==> src/rtl/jk_seq_ctrl.sv <==
// Sequencer that drives a master-slave JK flip-flop for a commanded number of cycles.
// Define JK_SEQ_CHECK_EN to compare the flop's q against the expected value after each command.
module jk_seq_ctrl #(
  parameter int CNT_W = 8
) (
  input  logic             clk,
  input  logic             rst,
  input  logic             cmd_valid,
  output logic             cmd_ready,
  input  logic [1:0]       cmd_op,
  input  logic [CNT_W-1:0] cmd_len,
  input  logic             q_fb,
  output logic             j,
  output logic             k,
  output logic             busy,
  output logic             done,
  output logic             err
);

  typedef enum logic [1:0] {
    IDLE  = 2'd0,
    EXEC  = 2'd1,
    CHECK = 2'd2
  } state_e;

  state_e           state_q, state_d;
  logic [CNT_W-1:0] cnt_q, cnt_d;
  logic             j_q, j_d;
  logic             k_q, k_d;
  logic             done_q, done_d;

  // NOTE: every variable gets a default at the top of always_comb so no path leaves it unassigned (no latch).
  always_comb begin
    state_d = state_q;
    cnt_d   = cnt_q;
    j_d     = j_q;
    k_d     = k_q;
    done_d  = 1'b0;
    case (state_q)
      IDLE: begin
        j_d = 1'b0;
        k_d = 1'b0;
        if (cmd_valid) begin
          cnt_d = cmd_len;
          if (cmd_len != '0) begin
            state_d = EXEC;
            // The op encoding maps straight onto the flop inputs: op[1] is j, op[0] is k.
            j_d     = cmd_op[1];
            k_d     = cmd_op[0];
          end else begin
            state_d = CHECK;
            done_d  = 1'b1;
          end
        end
      end
      EXEC: begin
        cnt_d = cnt_q - CNT_W'(1);
        if (cnt_q == CNT_W'(1)) begin
          state_d = CHECK;
          j_d     = 1'b0;
          k_d     = 1'b0;
          done_d  = 1'b1;
        end
      end
      CHECK: begin
        state_d = IDLE;
      end
      default: begin
        state_d = IDLE;
        j_d     = 1'b0;
        k_d     = 1'b0;
      end
    endcase
  end

  // NOTE: sequential state uses non-blocking assignments so all flops update together at the edge.
  always_ff @(posedge clk or posedge rst) begin
    if (rst) begin
      state_q <= IDLE;
      cnt_q   <= '0;
      j_q     <= 1'b0;
      k_q     <= 1'b0;
      done_q  <= 1'b0;
    end else begin
      state_q <= state_d;
      cnt_q   <= cnt_d;
      j_q     <= j_d;
      k_q     <= k_d;
      done_q  <= done_d;
    end
  end

  assign cmd_ready = (state_q == IDLE);
  assign busy      = (state_q != IDLE);
  assign j         = j_q;
  assign k         = k_q;
  assign done      = done_q;

`ifdef JK_SEQ_CHECK_EN
  logic exp_q_q, exp_q_d;
  logic err_q, err_d;

  // Expected q is resolved at acceptance from the sampled q_fb, so later input changes cannot disturb it.
  always_comb begin
    exp_q_d = exp_q_q;
    if (state_q == IDLE && cmd_valid) begin
      case (cmd_op)
        2'b00:   exp_q_d = q_fb;
        2'b01:   exp_q_d = 1'b0;
        2'b10:   exp_q_d = 1'b1;
        default: exp_q_d = q_fb ^ cmd_len[0];
      endcase
      if (cmd_len == '0) exp_q_d = q_fb;
    end
    err_d = err_q | ((state_q == CHECK) && (q_fb != exp_q_q));
  end

  always_ff @(posedge clk or posedge rst) begin
    if (rst) begin
      exp_q_q <= 1'b0;
      err_q   <= 1'b0;
    end else begin
      exp_q_q <= exp_q_d;
      err_q   <= err_d;
    end
  end

  assign err = err_q;
`else
  logic unused_q_fb;
  assign unused_q_fb = q_fb;
  assign err         = 1'b0;
`endif

endmodule
==> config.mk <==
export PLATFORM = sky130hd
export DESIGN_NAME = jk_seq_ctrl
export DESIGN_NICKNAME = d
export VERILOG_FILES = /design/src/rtl/jk_seq_ctrl.sv
export SDC_FILE = /design/constraint.sdc
export NUM_CORES = 1
export LEC_CHECK = 0
export ABC_CLOCK_PERIOD_IN_PS = 3700
export BUFFER_PORTS_ARGS = -buffer_cell sky130_fd_sc_hd__buf_4
export CAP_MARGIN = 20
export CORE_ASPECT_RATIO = 1.75
export CORE_MARGIN = 2
export CORE_UTILIZATION = 30
export DETAILED_ROUTE_END_ITERATION = 10
export SLEW_MARGIN = 10
export SYNTH_ARGS = -nofsm -noshare
export SYNTH_HDL_FRONTEND = slang
export SYNTH_SLANG_ARGS = --single-unit
==> constraint.sdc <==
create_clock -name clk -period 3.7 [get_ports clk]
set_input_delay 0.555 -clock clk [delete_from_list [all_inputs] [get_ports clk]]
set_output_delay 0.555 -clock clk [all_outputs]
set_load 0.05 [all_outputs]
==> results summary, run 1 <==
The number of vias per cell is 5.406. The number of slew-limit violations in the final report came out at 0. The starting DRC count in detailed routing came out at 21. The final hold violation count is 0.

Of the cells placed in the final design, the portion with a size suffix greater than 1 is 0.2647. The transition time of the tightest slew-check pin is between 0.5 and 0.6 ns. The data arrival at the endpoint of the critical path is between 1 and 1.5 ns.

The share of synthesized flip-flops with an asynchronous set or reset is 1.000. Setup violations remaining at the end of the flow were counted as 0. The area of the core region came out at 2522 um2. The maximum number of pins on one net before global-route repair came out at 16.

The number of distinct library cell variants in the gate-level netlist after synthesis came out at 38. From left edge to right edge, the die measures 43.06 um. A synthesized cell averages 9.421 um2. In the final timing run, aggregate negative setup slack is 0 ns. Clock latency on the worst-skew pair, taken at its later pin, is 0.24 ns. The number of nets in the synthesized netlist came out at between 100 and 150. The required time of the worst setup path came out at ~3.1 ns. The Yosys warning count is 0. Setup repair after global routing left no endpoint under its margin. In this run the power density over the cells is 660.2 nW/um2. The worst pin sits at a relative slew slack of 0.6443. Buffers inserted to repair hold after CTS numbered 0. The instance area after placement is 927.1 um2. Measured along the y axis, the die boundary spans 72.35 um. The total routing usage reported by global routing came out at 0.1313. The top-level I/O count is 20.

The worst setup timing slack at the placement stage is 2.060 ns. STA classifies the critical path startpoint as a flip-flop. In the post-route analysis, the smallest setup slack over all paths is about 1.9 ns.

Port buffering added 17 buffers. The buffers inserted during post-CTS setup optimization is 0. TritonCTS built the clock tree.

The type of the worst min-delay path is in2async. The share of the Yosys chip area taken by registers is 0.4063. In the final routed layout, each cell accounts on average for 14.56 um. The number of buffers between clock root and the deepest sink is 2. The slowest stage of the critical path is the dfrtp_1 cell. The area used by sequential logic in the layout is 325.3 um2. The via count of the first global-routing pass came out at 680. The total half-perimeter wirelength after legalization and detailed placement is 1415 um. Among all flip-flop cells after synthesis, the most frequent one is dfrtp_1. The die footprint came out at around 3100 um2. The first-pass iteration count of the detailed router is 4.

Of all nets on the critical path, the largest fanout is 15. The number of remaining DRC errors came out at 0. The signal on the critical path passes through nor2_2 -> inv_1 -> buf_4. The clock transition at the registers of the reported paths came out at 0.06 ns.

The final period utilization is 0.4894. In the layout the commonest cells are buf_4 (17), dfrtp_1 (13), a21oi_1 (10). The initial cell density of the core came out at 0.3175. The post-route minimum period came out at 1.811 ns. The critical path is of the reg2out type. The clock sink count is 13.

Leaving out fill and tap cells, the most frequent cell in the layout is buf_4. The overall overflow remaining after global route is 0. In this run the remaining antenna-violating nets after routing total 0. Measured on the finished design, the core utilization comes to 0.3854. The first global-routing pass estimated 3056 um of wire. The via count of the routed design is 692. Across the routed clock network, the largest skew measured is 0.003457 ns. The number of placement rows came out at 24.

The number of antenna cells inserted is 0. The number of buffers created by CTS came out at 3. The post-synthesis sequential element count is 13. Derived from the worst setup path, the maximum achievable clock frequency is between 500 and 600 MHz. Across the VDD grid, the largest voltage drop is 0.0001653 V. The worst setup path is captured at an output pin. The number of inserted filler cells in the final layout came out at 269.

The maximum cell stage delay along the critical path came out at 0.55 ns. In this run the static leakage power is 0.4216 nW. CTS built an H-tree with a depth of 1. The detailed-route wire length is 1864 um. The final net count came out at approximately 120. The quantity of gates resized following cts is 0. The mapped netlist covers between 800 and 900 um2. The initial antenna violation count came out at 0. The area growth from synthesis to final layout came out at 21.41%. The worst hold margin came out at roughly 0.36 ns. The multi-input combinational cell area is 411.6 um2. The run finished with clean final reports. After routing the design area is around 970 um2. The number of flops mapped to enable cells by yosys is 0.

The global placement routability congestion is 0.7978. Synthesis produced 85 cells. The clock tree root driver cell is clkbuf_8.

The number of max-capacitance violations reported came out at 0.
==> Yosys cell counts (all sizes together) (2+ instances only) <==
master / instances / share of area
a21oi: 10 / 0.063
nand3: 2 / 0.013
dfrtp: 13 / 0.41
nor2: 6 / 0.031
nor4: 4 / 0.050
nor3: 2 / 0.019
nand2: 3 / 0.014
o21ai: 4 / 0.030
a22o: 2 / 0.022
buf: 4 / 0.042
ha: 2 / 0.031
nand2b: 3 / 0.027
o21bai: 3 / 0.033
o22a: 2 / 0.022
a31oi: 2 / 0.016
inv: 8 / 0.038
==> area by class of cell <==
class | instances | share of cell area
Clock buffer | 4 | 0.04633
Inverter | 8 | 0.03089
Multi-Input combinational cell | 60 | 0.4234
Sequential cell | 13 | 0.3346
Tap cell | 26 | 0.03346
Timing Repair Buffer | 17 | 0.1313
==> worst max-delay path, delay by kind of cell, from the launching register on <==
kind / cells / cell delay (ns)
simple gates: 1 / 0.23
buf+inv: 2 / 0.23
flops: 1 / 0.55
==> cell families (layout without fill, tap and decap cells) <==
family,count (synthesis),after routing,synth area share
compound gates,29,29,0.2469
xor+xnor,1,1,0.01094
fa+ha+maj,2,2,0.03125
buf+inv,12,29,0.07969
flops,13,13,0.4062
other cells,1,1,0.004683
simple gates,27,27,0.2203
==> state kept, by name (all words and copies together) (netlist names) <==
register	count
cnt_q	8
done	1
j	1
k	1
state_q	2
==> final timing paths <==
| check | from | end | slack, ns | cells past startpoint |
|---|---|---|---|---|
| max in group asynchronous | rst | cnt_q[0]$_DFFE_PP0P_ | 2.99 | 2 |
| hold reg to reg | j$_DFFE_PP0P_ | j$_DFFE_PP0P_ | 0.51 | 1 |
| setup / recovery | state_q[0]$_DFFE_PP0P_ | busy | 1.89 | 3 |
| hold / removal | rst | cnt_q[3]$_DFFE_PP0P_ | 0.36 | 2 |
| setup reg to reg | cnt_q[3]$_DFFE_PP0P_ | k$_DFFE_PP0P_ | 2.25 | 4 |
| min in group clk | j$_DFFE_PP0P_ | j$_DFFE_PP0P_ | 0.51 | 1 |
==> where the power goes <==
group,internal (mW),leakage (nW),switching [mW]
Combinational,0.115,0.244,0.140
Sequential,0.195,0.155,0.0655
Clock,0.0760,0.0228,0.0501
==> metrics by stage <==
stage | power (mW) | std cells
after floorplan | 0.4552 | 85
after global placement | 0.5105 | 124
after detailed placement | 0.5188 | 124
after CTS | 0.6521 | 128
after global routing | 0.6897 | 128
final | 0.6418 | 128
==> metal layers <==
layer,track usage,routed length (um),vias up
li1,-,-,343
met1,0.1437,715,323
met2,0.2239,1004,20
met3,0.02985,93,6
met4,0.08081,52,0
met5,0,0,-
Power figures use the tool's default switching activity.
==> run 2: changes to the inputs <==
ABC_CLOCK_PERIOD_IN_PS = 1600   (was 3700)
clock period = 1.6 ns   (was 3.7 ns; I/O delays follow)
==> run 2 against run 1 <==
  * Register-to-register slack got worse by 2.1 ns
  * Core utilization rose by 0.50 points
  * Largest cell class unchanged
  * Via count fell by 2.0%
  * Sequential power rose by 130%
  * Flip-flop and latch count did not move
  * First-iteration DRC count fell by 4.8%
  * Sequential share of layout area fell by 0.43 points
  * Critical path depth rose by 1
  * Clock power rose by 140%
  * Count of clock-buffer cells in the layout did not move
  * Clock skew rose by 0.0037 ns
  * Global-route usage rose by 0.39 points
==> results summary, run 2 (synthesized netlist as in run 1, its figures left out) <==
The starting DRC count in detailed routing came out at 20 (was 21). The wire length of the first global-routing pass was 2980 um (was 3056 um). The reg-to-reg startpoint is cnt_q[3]$_DFFE_PP0P_ (unchanged). The die footprint is 3115 um2 (unchanged). The area of the core region came out at 2522 um2 (unchanged). The final net count is 120 (was 119). The number of vias per cell came to 5.256 (was 5.406). The via count of the routed design was 678 (was 692). The total negative setup slack is 0 ns (unchanged). The smallest setup slack after layout is 0.1518 ns (was 1.889 ns). The antenna violation net count after detailed routing came out at 0 (unchanged). The number of flip-flops in the largest register came out at 8 (unchanged). The most common library cell in the layout ignoring fill and taps was buf_4 (unchanged).

The length in cells of the worst reg-to-reg path came out at 4 (unchanged). The capture point of the worst reg-to-reg path is j$_DFFE_PP0P_ (was k$_DFFE_PP0P_). The first-pass iteration count of the detailed router came to 4 (unchanged).

The clock tree root driver cell was clkbuf_8 (unchanged). The sort of element at the end of the critical path is a flip-flop (was output pin). The initial antenna violation count was 0 (unchanged).

Status: finished clean (unchanged). The buffers inserted during post-CTS setup optimization is 0 (unchanged). The die outline width is 43.06 um (unchanged). The global placement routability congestion came out at 0.8212 (was 0.7978). The quantity of hold-fixing buffers added after cts was 0 (unchanged).

The initial cell density of the core came out at 0.3175 (unchanged). The maximum number of pins on one net before global-route repair came out at 14 (was 16). The largest vdd supply drop came out at 0.0005093 V (was 0.0001653 V). The clock transition at the registers of the reported paths is 0.06 ns (about the same).

The met1 routing resource usage after global routing came out at 0.1559 (was 0.1437). The number of slew-limit violations in the final report came out at 0 (unchanged). The clock sink count came to 13 (unchanged). The deepest level of the CTS H-tree is 1 (unchanged). The startpoint type of the worst setup path was a flip-flop (unchanged). The maximum clock frequency is 690.5 MHz. The TritonCTS clock tree was yes (unchanged). The required time of the worst setup path is 1.74 ns (was 3.14 ns).

The number of antenna cells inserted came to 0 (unchanged). The quantity of gates resized following cts is 0 (unchanged). RSZ-0062 raised after global routing: false (unchanged). The final worst clock skew came out at 0.007154 ns (was 0.003457 ns).

The number of buffers between clock root and the deepest sink came to 2 (unchanged). The critical path class is reg2reg (was reg2out). The met2 track utilization from global routing is 0.2071 (was 0.2239). The total leakage power is 0.4263 nW (was 0.4216 nW).

The post-route minimum period is between 1 and 1.5 ns. The insertion delay to the later sink of the worst-skew pair came out at 0.26 ns (was 0.24 ns). The layer carrying the most global-route usage is met2 (unchanged).

The area growth from synthesis to final layout came out at 22.97% (was 21.41%). The overall overflow remaining after global route is 0 (unchanged). Dividing the final minimum period by the clock period gives 0.9051. The reg2reg setup slack came out at 0.15 ns (was 2.25 ns). The largest driver fanout on the critical path came out at 6 (was 15). The data arrival at the endpoint of the critical path is 1.58 ns (was 1.26 ns).

The mean routed wirelength per cell is 13.90 um (was 14.56 um). The detailed-route wire length is 1793 um (was 1864 um). The number of inserted filler cells in the final layout came to 269 (unchanged). The total routing usage reported by global routing is 0.1353 (was 0.1313). The worst setup timing slack at the placement stage came out at 0.1596 ns (was 2.060 ns). The transition time of the tightest slew-check pin came out at 0.5356 ns (was 0.5330 ns). Most frequent cells in the layout: buf_4 (18), dfrtp_1 (13), a21oi_1 (10) (was buf_4 (17), dfrtp_1 (13), a21oi_1 (10)). The met3 demand-to-capacity share in global routing came out at 0.03234 (was 0.02985).

The power per cell area came out at 1522 nW/um2 (was 660.2 nW/um2). The relative max-transition margin is 0.6425 (was 0.6443). The number of remaining DRC errors came out at 0 (unchanged).

The register with the most flip-flops was cnt_q (unchanged). Largest registers in the final layout: cnt_q (8), state_q (2) (unchanged). The type of the worst min-delay path is in2async (unchanged).

The top-level I/O count was 20 (unchanged). The number of max-capacitance violations reported came out at 0 (unchanged). The via count of the first global-routing pass is 637 (was 680). The ratio of cells with drive above 1 in the final layout is 0.2718 (was 0.2647).

The number of port buffers is 17 (unchanged). The number of buffers created by CTS is 3 (unchanged). The final hold violation count is 0 (unchanged). The final number of setup-violating endpoints came out at 0 (unchanged).

The vertical die dimension came out at 72.35 um (unchanged). The total half-perimeter wirelength after legalization and detailed placement is 1364 um (was 1415 um). The number of placement rows came out at 24 (unchanged).
[run 2: cell count changes in the layout (fill, tap and decap cells not counted), sizes merged]
cell / delta
buf: +1
[run 2: report_power, final]
group | leakage [nW] | switching [mW] | total (mW) | internal [mW]
combinational | 0.249 | 0.322 | 0.592 | 0.270
clock | 0.0228 | 0.129 | 0.305 | 0.177
sequential | 0.155 | 0.150 | 0.601 | 0.451
total | 0.426 | 0.601 | 1.50 | 0.898
[run 2: metrics by stage]
stage                     hold slack (ns)  area [um2]  utilization  total power, mW  instances
after floorplan                    0.1170       805.8            -            1.055         85
after global placement             0.3110       939.7       0.3725            1.189        125
after detailed placement           0.3234       939.7       0.3725            1.207        125
after CTS                         0.04623       984.7       0.3904            1.519        129
after global routing              0.06709       984.7       0.3904            1.617        129
final                             0.02609       984.7       0.3904            1.499        129
[run 2: routing by layer]
layer,vias up,wire length [um]
met1,317,756
li1,341,-
met2,15,868
met4,0,71
met5,-,0
met3,5,97
[run 2: worst max-delay path by stage]
stage	from	to	slack, ns	cells past startpoint
2_1_floorplan	state_q[1]$_DFFE_PP0P_	busy	0.23	3
3_3_place_gp	cnt_q[0]$_DFFE_PP0P_	cnt_q[6]$_DFFE_PP0P_	0.18	6
3_5_place_dp	cnt_q[0]$_DFFE_PP0P_	cnt_q[6]$_DFFE_PP0P_	0.16	6
4_1_cts	cnt_q[0]$_DFFE_PP0P_	cnt_q[6]$_DFFE_PP0P_	0.14	6
5_1_grt	cnt_q[0]$_DFFE_PP0P_	cnt_q[5]$_DFFE_PP0P_	0.05	4
6_report	cnt_q[3]$_DFFE_PP0P_	j$_DFFE_PP0P_	0.15	4
[run 2: cell type report]
cell class | count | area, um2 | share of cell area
multi-input cells | 60 | 416.7 | 0.4231
flip-flops and latches | 13 | 325.3 | 0.3304
repair buffers | 18 | 135.1 | 0.1372
clock buffers | 4 | 45.04 | 0.04574
well taps | 26 | 32.53 | 0.03304
inverters | 8 | 30.03 | 0.03050
[run 2: critical path: stages, from the launching register on]
cell	delay, ns
dfrtp_1	0.46
nor4_4	0.36
and3_4	0.27
o21ai_2	0.07
a22o_1	0.18
==> run 3: changes to the inputs <==
CTS_BUF_LIST = sky130_fd_sc_hd__clkbuf_8   (was not set)
==> run 3 against run 2 <==
  * Die area unchanged
  * Largest cell class unchanged
  * Flip-flop and latch count unchanged
  * Total power fell by 0.46%
  * Sequential share of layout area did not move
  * Core utilization unchanged
  * Maximum frequency is 0.43% higher
  * Highest routed layer unchanged
  * Final cell count is the same
==> results summary, run 3 (synthesized netlist as in run 1, its figures left out) <==
The insertion delay to the later sink of the worst-skew pair came out at 0.25 ns (was 0.26 ns). The number of placement rows came out at 24 (unchanged). The global placement routability congestion is 0.8212 (unchanged).

The register with the most flip-flops is cnt_q (unchanged). The initial cell density of the core came out at 0.3175 (unchanged). Series of cell instances along the critical path: inv_1 -> ha_1 -> nand2b_1 -> nand3b_1 -> or3_1 -> nand3_1 (was nor4_4 -> and3_4 -> o21ai_2 -> a22o_1). The overall overflow remaining after global route came out at 0 (unchanged). The required time of the worst setup path is 1.78 ns (was 1.74 ns).

The detailed-route wire length is 1778 um (was 1793 um). The relative max-transition margin was 0.6369 (was 0.6425). The transition time of the tightest slew-check pin is 0.5440 ns (was 0.5356 ns). The post-route minimum period was 1.442 ns (was 1.448 ns). RSZ-0062 raised after global routing: false (unchanged). The total routing usage reported by global routing is 0.1353 (unchanged). The number of vias per cell was 5.178 (was 5.256). The maximum clock frequency was 693.5 MHz (was 690.5 MHz). The instance area after placement came out at 939.7 um2 (unchanged).

The quantity of gates resized following cts came out at 0 (unchanged). The post-route cell area was 984.7 um2 (unchanged). The startpoint type of the worst setup path is a flip-flop (unchanged). The number of port buffers came out at 17 (unchanged).

The buffers inserted during post-CTS setup optimization is 0 (unchanged). The number of max-capacitance violations reported came out at 0 (unchanged). The number of buffers created by CTS is 3 (unchanged). The clock tree root driver cell is clkbuf_8 (unchanged). The kind of cell adding the most delay to the critical path is simple AND/OR/NAND/NOR gates (unchanged).

The die footprint is 3115 um2 (unchanged). Largest registers in the final layout: cnt_q (8), state_q (2) (unchanged). The quantity of hold-fixing buffers added after cts came out at 0 (unchanged). The length in cells of the worst reg-to-reg path came to 6 (was 4). The via count of the first global-routing pass came out at 637 (unchanged). The total power after layout is 1.492 mW (was 1.499 mW).

The deepest level of the CTS H-tree came out at 1 (unchanged). The smallest setup slack after layout is 0.1580 ns (was 0.1518 ns). The sort of element at the end of the critical path is a flip-flop (unchanged). The buffers plus inverters on the worst setup path was 1 (was 0).

The initial antenna violation count is 0 (unchanged). The data arrival at the endpoint of the critical path came out at 1.63 ns (was 1.58 ns). The number of flip-flops in the largest register is 8 (unchanged). The mean routed wirelength per cell came out at 13.78 um (was 13.90 um). The final worst clock skew is 0.006570 ns (was 0.007154 ns).

The final net count came out at 120 (unchanged). The largest driver fanout on the critical path was 5 (was 6). The ratio of cells with drive above 1 in the final layout is 0.2718 (unchanged). The wire length of the first global-routing pass is 2980 um (unchanged). The critical path class is reg2reg (unchanged). The most common library cell in the layout ignoring fill and taps is buf_4 (unchanged). The total leakage power is 0.4304 nW (was 0.4263 nW). The power per cell area came to 1515 nW/um2 (was 1522 nW/um2). The final number of setup-violating endpoints came out at 0 (unchanged). The final hold violation count came to 0 (unchanged).

The via count of the routed design came out at 668 (was 678). The number of buffers between clock root and the deepest sink was 2 (unchanged). The type of the worst min-delay path is in2async (unchanged). The area of the core region is 2522 um2 (unchanged). The standard cell with the maximum stage delay on the critical path is dfrtp_1 (unchanged). The first-pass iteration count of the detailed router is 4 (unchanged). The die outline width was 43.06 um (unchanged). The total negative setup slack is 0 ns (unchanged). The clock sink count is 13 (unchanged). The number of slew-limit violations in the final report was 0 (unchanged). The final period utilization is 0.9012 (was 0.9051). The maximum number of pins on one net before global-route repair is 14 (unchanged). The worst setup timing slack at the placement stage came out at 0.1596 ns (unchanged). The total number of cells along the worst setup path came out at 6 (was 4).

Status: finished clean (unchanged). The worst hold margin came out at 0.03094 ns (was 0.02609 ns). The TritonCTS clock tree was yes (unchanged). The area growth from synthesis to final layout came out at 22.97% (unchanged). Most frequent cells in the layout: buf_4 (18), dfrtp_1 (13), a21oi_1 (10) (unchanged). The vertical die dimension came out at 72.35 um (unchanged). The number of remaining DRC errors came out at 0 (unchanged). The top-level I/O count came to 20 (unchanged). The clock transition at the registers of the reported paths was 0.06 ns (about the same). The number of antenna cells inserted is 0 (unchanged).

The total half-perimeter wirelength after legalization and detailed placement is 1364 um (unchanged). The starting DRC count in detailed routing came out at 10 (was 20). The antenna violation net count after detailed routing came out at 0 (unchanged). The largest vdd supply drop was 0.0005077 V (was 0.0005093 V). The maximum cell stage delay along the critical path came to 0.43 ns (was 0.46 ns).
-- run 3: per-layer routing --
metal,vias to the layer above,share of wire,track usage
li1,341,-,-
met1,307,0.43,0.1559
met4,0,0.040,0.1111
met5,-,0,0
met2,15,0.48,0.2071
met3,5,0.051,0.03234
-- run 3: final timing paths --
path	startpoint	to	slack (ns)
min reg2reg	k$_DFFE_PP0P_	k$_DFFE_PP0P_	0.51
max	cnt_q[0]$_DFFE_PP0P_	cnt_q[6]$_DFFE_PP0P_	0.16
min	rst	cnt_q[5]$_DFFE_PP0P_	0.03
max reg2reg	cnt_q[0]$_DFFE_PP0P_	cnt_q[6]$_DFFE_PP0P_	0.16
min in group clk	cmd_op[0]	k$_DFFE_PP0P_	0.22
max in group asynchronous	rst	k$_DFFE_PP0P_	1.21
-- run 3: through the flow --
stage          cells    util
4_1_cts          129  0.3904
2_1_floorplan     85       -
3_5_place_dp     125  0.3725
3_3_place_gp     125  0.3725
5_1_grt          129  0.3904
6_report         129  0.3904
-- run 3: report_power, final --
group	internal, mW	switching [mW]
registers	0.451	0.150
logic	0.270	0.322
clock network	0.170	0.129
total	0.892	0.601
-- run 3: final cells by class --
cell class,instances,area (um2)
clock buffers,3,41.29
fillers,269,1538
flip-flops and latches,13,325.3
inverters,8,30.03
multi-input cells,60,416.7
clock inverters,1,3.754
repair buffers,18,135.1
well taps,26,32.53
